**config.mk**
```make
export PLATFORM = sky130hd
export DESIGN_NAME = vector_writeback
export DESIGN_NICKNAME = d
export VERILOG_FILES = /design/src/rtl/vector_writeback.sv
export SDC_FILE = /design/constraint.sdc
export NUM_CORES = 1
export LEC_CHECK = 0
export CELL_PAD_IN_SITES_DETAIL_PLACEMENT = 0
export CELL_PAD_IN_SITES_GLOBAL_PLACEMENT = 1
export CORE_ASPECT_RATIO = 1.4
export CORE_MARGIN = 1
export CORE_UTILIZATION = 23
export CTS_CLUSTER_SIZE = 30
export DETAILED_ROUTE_END_ITERATION = 16
export PLACE_DENSITY_LB_ADDON = 0.1
export RECOVER_POWER = 25
export SYNTH_ARGS = -nofsm -noshare
export SYNTH_HDL_FRONTEND = slang
export SYNTH_SLANG_ARGS = --single-unit
```
**constraint.sdc**
```tcl
create_clock -name clk -period 3.57 [get_ports clk]
set_input_delay 0.714 -clock clk [delete_from_list [all_inputs] [get_ports clk]]
set_output_delay 0.714 -clock clk [all_outputs]
set_load 0.01 [all_outputs]
```
**src/rtl/vector_writeback.sv**
```systemverilog
// Vector writeback: steps the LMUL group counter for the ALU and turns
// ALU results into VRF writes (normal, widening, reduction, mask).
package vector_writeback_pkg;
  typedef enum logic [2:0] {
    LMUL_1   = 3'b000,
    LMUL_2   = 3'b001,
    LMUL_4   = 3'b010,
    LMUL_8   = 3'b011,
    LMUL_1_8 = 3'b101,
    LMUL_1_4 = 3'b110,
    LMUL_1_2 = 3'b111
  } vlmul_e;
endpackage

module vector_writeback
  import vector_writeback_pkg::*;
#(
  parameter int VLEN = 64
) (
  input  logic            clk,
  input  logic            reset,
  input  logic            start_i,
  input  logic [4:0]      vd_i,
  input  vlmul_e          vlmul_i,
  input  logic            widening_i,
  input  logic            reduction_i,
  input  logic            mask_dest_i,
  input  logic            alu_hold_i,
  input  logic [VLEN-1:0] result_i,
  input  logic [VLEN-1:0] result_mask_i,
  output logic [3:0]      cycle_count_o,
  output logic [3:0]      cycle_count_r_o,
  output logic            we_o,
  output logic [4:0]      waddr_o,
  output logic [VLEN-1:0] wdata_o,
  output logic            busy_o,
  output logic            done_o,
  output logic            error_o
);

  typedef enum logic [1:0] {
    IDLE,
    EXEC,
    DRAIN,
    COMMIT
  } state_e;

  state_e     state_q;
  logic [4:0] vd_q;
  logic       wide_q;
  logic       red_q;
  logic       mask_q;
  logic [2:0] last_q;
  logic [2:0] cnt_q;
  logic [2:0] cnt_r_q;
  logic       we_q;
  logic [4:0] waddr_q;
  logic       sel_mask_q;
  logic       done_q;
  logic       error_q;

  logic [2:0] last_d;
  logic       normal;
  logic       in_exec;
  logic       last_step;
  logic [4:0] a_lo;
  logic [4:0] a_hi;
  logic [4:0] a_n;
  logic       wr_d;
  logic [4:0] wa_d;

  always_comb begin
    last_d = 3'd0;
    unique case (vlmul_i)
      LMUL_2:  last_d = 3'd1;
      LMUL_4:  last_d = 3'd3;
      LMUL_8:  last_d = 3'd7;
      default: last_d = 3'd0;
    endcase
  end

  assign normal    = !red_q && !mask_q;
  assign in_exec   = state_q == EXEC;
  assign last_step = in_exec && !alu_hold_i && cnt_q == last_q;
  assign a_lo      = vd_q + {1'b0, cnt_q, 1'b0};
  assign a_hi      = a_lo + 5'd1;
  assign a_n       = vd_q + {2'b00, cnt_q};

  // Widening splits each step: held cycle = low half, completing = high.
  always_comb begin
    wr_d = 1'b0;
    wa_d = vd_q;
    unique case (1'b1)
      in_exec && normal && !alu_hold_i: begin
        wr_d = 1'b1;
        wa_d = wide_q ? a_hi : a_n;
      end
      in_exec && normal && alu_hold_i && wide_q: begin
        wr_d = 1'b1;
        wa_d = a_lo;
      end
      last_step && red_q: wr_d = 1'b1;
      state_q == DRAIN && mask_q: wr_d = 1'b1;
      default: ;
    endcase
  end

  always_ff @(posedge clk or posedge reset) begin
    if (reset) begin
      state_q    <= IDLE;
      vd_q       <= '0;
      wide_q     <= 1'b0;
      red_q      <= 1'b0;
      mask_q     <= 1'b0;
      last_q     <= '0;
      cnt_q      <= '0;
      cnt_r_q    <= '0;
      we_q       <= 1'b0;
      waddr_q    <= '0;
      sel_mask_q <= 1'b0;
      done_q     <= 1'b0;
      error_q    <= 1'b0;
    end else begin
      we_q       <= wr_d;
      waddr_q    <= wa_d;
      sel_mask_q <= state_q == DRAIN && mask_q;
      cnt_r_q    <= cnt_q;
      done_q     <= 1'b0;
      error_q    <= 1'b0;
      unique case (state_q)
        IDLE: begin
          if (start_i) begin
            if (widening_i && vlmul_i == LMUL_8) begin
              error_q <= 1'b1;
            end else begin
              vd_q    <= vd_i;
              wide_q  <= widening_i;
              red_q   <= reduction_i;
              mask_q  <= mask_dest_i;
              last_q  <= last_d;
              cnt_q   <= '0;
              state_q <= EXEC;
            end
          end
        end
        EXEC: begin
          if (!alu_hold_i) begin
            if (cnt_q == last_q) begin
              state_q <= DRAIN;
              done_q  <= !mask_q;
            end else begin
              cnt_q <= cnt_q + 3'd1;
            end
          end
        end
        DRAIN: begin
          if (mask_q) begin
            state_q <= COMMIT;
            done_q  <= 1'b1;
          end else begin
            state_q <= IDLE;
            cnt_q   <= '0;
          end
        end
        COMMIT: begin
          state_q <= IDLE;
          cnt_q   <= '0;
        end
      endcase
    end
  end

  assign cycle_count_o   = {1'b0, cnt_q};
  assign cycle_count_r_o = {1'b0, cnt_r_q};
  assign we_o            = we_q;
  assign waddr_o         = waddr_q;
  assign wdata_o         = sel_mask_q ? result_mask_i : result_i;
  assign busy_o          = state_q != IDLE;
  assign done_o          = done_q;
  assign error_o         = error_q;

endmodule

```
After elaboration in Yosys (flattened, before gate mapping)
Index checks and enable logic that the tools add are counted.

word-level totals
  bits in registers = 28
  input bits = 143
  output and inout bits = 81
  logic and storage cells = 74

cells by class
  $add $sub $neg = 4
  equality and inequality tests = 13
  mux-type cells = 24
  bitwise logic cells = 1
  reductions and logical operators = 19

operators by type and width
  kind                                            count
  two-way mux 64 bit                              1
  two-way mux 3 bit                               5
  case mux 3 bit (4 select lines)                 1
  logical AND 1 bit                               10
  two-way mux 2 bit                               5
  inequality test 2 bit (second input constant)   5
  case mux 5 bit (2 select lines)                 1
  case mux 3 bit (3 select lines)                 1
  case mux 2 bit (4 select lines)                 1
  two-way mux 1 bit                               7
  == test 3 x 2 -> 1 bit (second input constant)  2
  adder 5 x 1 -> 5 bit (second input constant)    1
  adder 5 x 3 -> 5 bit                            1
  adder 5 x 4 -> 5 bit                            1
  two-way mux 5 bit                               1
  AND reduction 5 bit                             1
  == test 2 bit (second input constant)           2
  AND reduction 4 bit                             1
  OR reduction 4 bit                              1
  adder 3 x 1 -> 3 bit (second input constant)    1
  == test 3 x 1 -> 1 bit (second input constant)  1
  == test 3 bit                                   1
  logical NOT 1 bit                               3
  AND reduction 3 bit                             1
  other kinds (6)                                 6

Depth between registers and ports, before layout
  word-level depth = 7
  gate-level depth with buffers = 7
  mapped depth without buffers = 7

Least setup slack after synthesis
OpenSTA, ideal clock, no wires.

  kind = flip-flop to flip-flop
  start = reg cnt_q[0]
  end = reg waddr_q[3], in the netlist waddr_o[3]
  setup time = 0.131 ns
  arrival = 1.940 ns
  data required time = 3.439 ns
  path slack = 1.499 ns
  cell stages (with the launch flop) = 7
  path through = dfrtp_1 > ha_1 > fa_1 > nand4b_1 > xor2_1 > o21ai_1 > or3b_1

on the way
  longest elaborated chain between the ends = 4
  elaborated cells on any way between the ends = 5
  classes of those cells = add/sub (3); mux (2)

ends and longest elaborated chain
  element                              line  text
  start: declaration                   54    logic [2:0] cnt_q;
  start signal: assignment             152   cnt_q <= cnt_q + 3'd1;
  adder 5 x 4 -> 5 bit                 85    assign a_lo = vd_q + {1'b0, cnt_q, 1'b0};
  adder 5 x 1 -> 5 bit                 86    assign a_hi = a_lo + 5'd1;
  two-way mux 5 bit                    96    wa_d = wide_q ? a_hi : a_n;
  case mux 5 bit (2 select lines) (*)  93    unique case (1'b1)
  named net wa_d[3]                    70    logic [4:0] wa_d;
  end signal: assignment               125   waddr_q <= wa_d;
  end: declaration                     57    logic [4:0] waddr_q;

The timed path passes the listed nets; every way through them passes the cells marked *.
A chain may end at the register's enable or synchronous reset.

Worst setup path after layout
  start = reg sel_mask_q
  end = out wdata_o[0]

on the way
  longest elaborated chain between the ends = 1

ends and longest elaborated chain
  element                   line  text
  start: declaration        58    logic sel_mask_q;
  start signal: assignment  126   sel_mask_q <= state_q == DRAIN && mask_q;
  two-way mux 64 bit        177   assign wdata_o = sel_mask_q ? result_mask_i : result_i;
  end: declaration          35    output logic [VLEN-1:0] wdata_o,

No other way between the ends.

==> reports/summary.txt <==
===========================================================================
Status                                                         complete, but fails checks
Failing checks                                                 max-capacitance violations, max-slew violations
Worst path max stage delay                                           540 ps
Path type of the worst min-delay path                          flop to flop
IR drop worst, VDD                                                0.2409 mV
Sink Count                                                               28
Power density over the cells                                   499.6 nW/um^2
Predominant post-synthesis flop cell                           sky130_fd_sc_hd__dfrtp_1
CTS hold repair buffers                                                   0
Die width                                                          88.98 um
Crit path buffers/inverters                                               2
Skew final                                                         7.650 ps
Area enclosed by the die boundary                                11010 um^2
Remaining design rule violation count                                     0
Summed negative setup slack over all endpoints                         0 ps
Final Worst Setup Slack                                            773.3 ps
Num CTS Buffers                                                           3
Worst skew pair latency                                              270 ps
Number of routed nets with antenna violations                             0
Master of the slowest instance on the critical path            sky130_fd_sc_hd__dfrtp_2
Number of max-cap violations                                              1
Share of the clock period used by the worst path                     78.34%
Worst-case clock buffer depth                                             2
Count of warnings emitted by yosys                                        0
Initial antenna violation count                                           1
Area occupied by multi-input gates                                1628 um^2
Critical Setup Path Class                                      flop to output port
Depth of the CTS H-tree                                                   1
TritonRoute pass-1 iters                                                  4
CTS tree                                                              built
Maximum fanout count along the critical path                             53
Fin crit period                                                     2797 ps
Largest net degree at the start of global routing                        54
Design Area, Final                                                4861 um^2
Data required time of the critical path                             2860 ps
Fraction of final layout cells sized beyond drive strength 1         6.911%
Headroom to the max-slew limit                                      -3.577%
Clk pin slew, worst setup/hold paths                                  70 ps
Share of flip-flops with an asynchronous set or reset                100.0%
GRT Residual Overflow                                                     0
Drt first-iter violations                                                68
Routed wire length                                                 11.11 mm
Area of the mapped netlist                                        2436 um^2
Number of library cell types mapped by synthesis                         51
Area taken by flip-flops and latches                             701.9 um^2
Seq/Total Area, Yosys                                                28.76%
Cell Chain, Critical Path                                      buf_12, mux2_1, clkdlybuf4s50_1
EDFF count, synth                                                         0
Cell area after placement                                         4783 um^2
Number of port buffers                                                  221
Number of cells upsized or downsized after cts                            0
Synthesis-stage register bit count                                       28
Number of hold violations in the final report                             0
Overall via count from detail_route                                    2762
Vias in the first global route                                         2681
Final RePlAce weighted congestion                                    0.8254
Worst-Margin Slew                                                   1554 ps
Count of nets after finishing                                           621
Y dimension of the die                                             123.8 um
Delay-heaviest family, CP                                      buffers and inverters
P&R area growth vs syn                                               99.54%
Post-layout util                                                     46.97%
I/O pin total                                                           224
Filler cell count                                                      1057
Average detailed-routed wire length per instance                   18.46 um
Global-route total usage across every layer                          19.62%
Syn avg cell area                                                9.823 um^2
Unrepaired setup endpoints after global routing                       false
Detailed Place HPWL                                                9.445 mm
Static power due to leakage                                        1.966 nW
Setup violations, final                                                   0
Cell count after synthesis                                              248
Pins over their slew limit                                               29
Maximum frequency from static timing analysis                     357.6 MHz
First-pass GRT wire length                                         15.60 mm
Worst slack at placement                                           887.9 ps
Clock Root Buffer                                              sky130_fd_sc_hd__clkbuf_16
FP Rows                                                                  44
Worst Setup End Kind                                            output port
Initial cell density of the core                                     23.54%
Buffers inserted during post-CTS setup optimization                       0
Area of the core                                                 10350 um^2
Post-DR vias/cell                                                     4.588
Worst Path Arrival                                                  2080 ps
Startpoint kind of the worst setup timing path                         flop
===========================================================================
-- synth_stat cells, drive strengths merged (2+ instances only) --
master,number,share of area [%]
mux2,64,30
dfrtp,28,29
nand2,28,4.3
buf,12,2.9
ha,12,6.2
nor2,12,1.8
a21oi,9,1.8
inv,9,1.4
o21ai,9,1.8
nand3,6,1.2
xor2,6,2.2
o211ai,4,1.2
a31oi,3,0.77
nand4b,3,1.1
o31ai,3,0.92
or3,3,0.98
a211oi,2,0.62
a21o,2,0.62
a31o,2,0.72
clkbuf,2,0.31
fa,2,1.6
nor2b,2,0.51
nor3,2,0.62
nor4b,2,0.72
o22ai,2,0.51
or3b,2,0.72
-- tightest hold or removal path, stage by stage (launching register included) --
cell                      delay [ps]
sky130_fd_sc_hd__dfrtp_1         370
sky130_fd_sc_hd__nand2_1          60
sky130_fd_sc_hd__nand2_1          60
-- state kept, by name (all words and copies together), names as in the netlist --
signal / cells
error_o: 1
sel_mask_q: 1
cnt_r_q: 3
cnt_q: 3
mask_q: 1
state_q: 2
wide_q: 1
vd_q: 5
waddr_o: 5
done_o: 1
last_q: 3
red_q: 1
we_o: 1
-- worst paths after layout --
| check | start | end | slack, ps | depth (start not counted) |
|---|---|---|---|---|
| setup reg to reg | cnt_q[0] | waddr_o[3] | 1310 | 6 |
| min in group asynchronous | reset | cnt_q[0] | 1420 | 3 |
| max in group asynchronous | reset | sel_mask_q | 1150 | 3 |
| hold reg to reg | last_q[1] | last_q[1] | 510 | 2 |
| hold / removal | last_q[1] | last_q[1] | 510 | 2 |
| setup / recovery | sel_mask_q | wdata_o[0] | 770 | 3 |
-- layout by cell type, fill, tap and decap left out, types with 2 or more instances in the layout --
master / n
sky130_fd_sc_hd__nor4b_1: 2
sky130_fd_sc_hd__mux2_1: 42
sky130_fd_sc_hd__clkbuf_16: 3
sky130_fd_sc_hd__o21ai_0: 5
sky130_fd_sc_hd__a211oi_1: 2
sky130_fd_sc_hd__or3b_1: 2
sky130_fd_sc_hd__fa_1: 2
sky130_fd_sc_hd__dlygate4sd3_1: 2
sky130_fd_sc_hd__o22ai_1: 2
sky130_fd_sc_hd__mux2_2: 22
sky130_fd_sc_hd__conb_1: 2
sky130_fd_sc_hd__clkdlybuf4s50_1: 219
sky130_fd_sc_hd__o21ai_1: 4
sky130_fd_sc_hd__ha_1: 12
sky130_fd_sc_hd__clkbuf_1: 2
sky130_fd_sc_hd__xor2_1: 6
sky130_fd_sc_hd__o211ai_1: 4
sky130_fd_sc_hd__nand4b_1: 3
sky130_fd_sc_hd__nor2b_1: 2
sky130_fd_sc_hd__o31ai_1: 3
sky130_fd_sc_hd__a21oi_1: 9
sky130_fd_sc_hd__nor2_1: 12
sky130_fd_sc_hd__nand3_1: 6
sky130_fd_sc_hd__dfrtp_1: 27
sky130_fd_sc_hd__a21o_1: 2
sky130_fd_sc_hd__or3_1: 2
sky130_fd_sc_hd__nand2_1: 28
sky130_fd_sc_hd__a31oi_1: 3
sky130_fd_sc_hd__inv_1: 9
-- report_power, final --
part | internal (W) | switching, W
clock | 0.000154 | 0.000116
sequential | 0.000440 | 0.000145
combinational | 0.000862 | 0.000712
total | 0.00146 | 0.000973
-- per-layer routing --
metal	track usage, %	part of all wire, %	vias to the layer above
met5	0	0	-
met4	7.044	2.3	0
met2	35.34	49	139
met1	21.88	37	1278
li1	-	-	1332
met3	5.302	11	13
-- cell type report --
class                   count  share of cell area [%]
inverters                   9                  0.6950
clock buffers               4                   1.622
flip-flops and latches     28                   14.44
repair buffers            224                   46.15
multi-input cells         198                   33.49
well taps                 138                   3.552
diodes                      1                 0.05148
-- stage by stage --
stage | cells | total power [W] | hold WS (ps)
final | 602 | 0.002428 | 507.2
after global routing | 602 | 0.002611 | 554.7
after CTS | 601 | 0.002457 | 509.4
after detailed placement | 597 | 0.002174 | 492.2
after global placement | 597 | 0.002164 | 498.4
after floorplan | 249 | 0.001427 | 465.8
-- logic make-up after synthesis --
group                    Yosys count  synth area share, %
adder cells (fa/ha/maj)           14                7.807
AND/OR/NAND/NOR                   66                13.87
AO/OA/AOI/OAI                     44                12.33
other                              1               0.1539
buffers and inverters             23                4.571
multiplexers                      65                29.99
flip-flops                        28                28.76
XOR/XNOR                           7                2.517
Power figures use the tool's default switching activity.
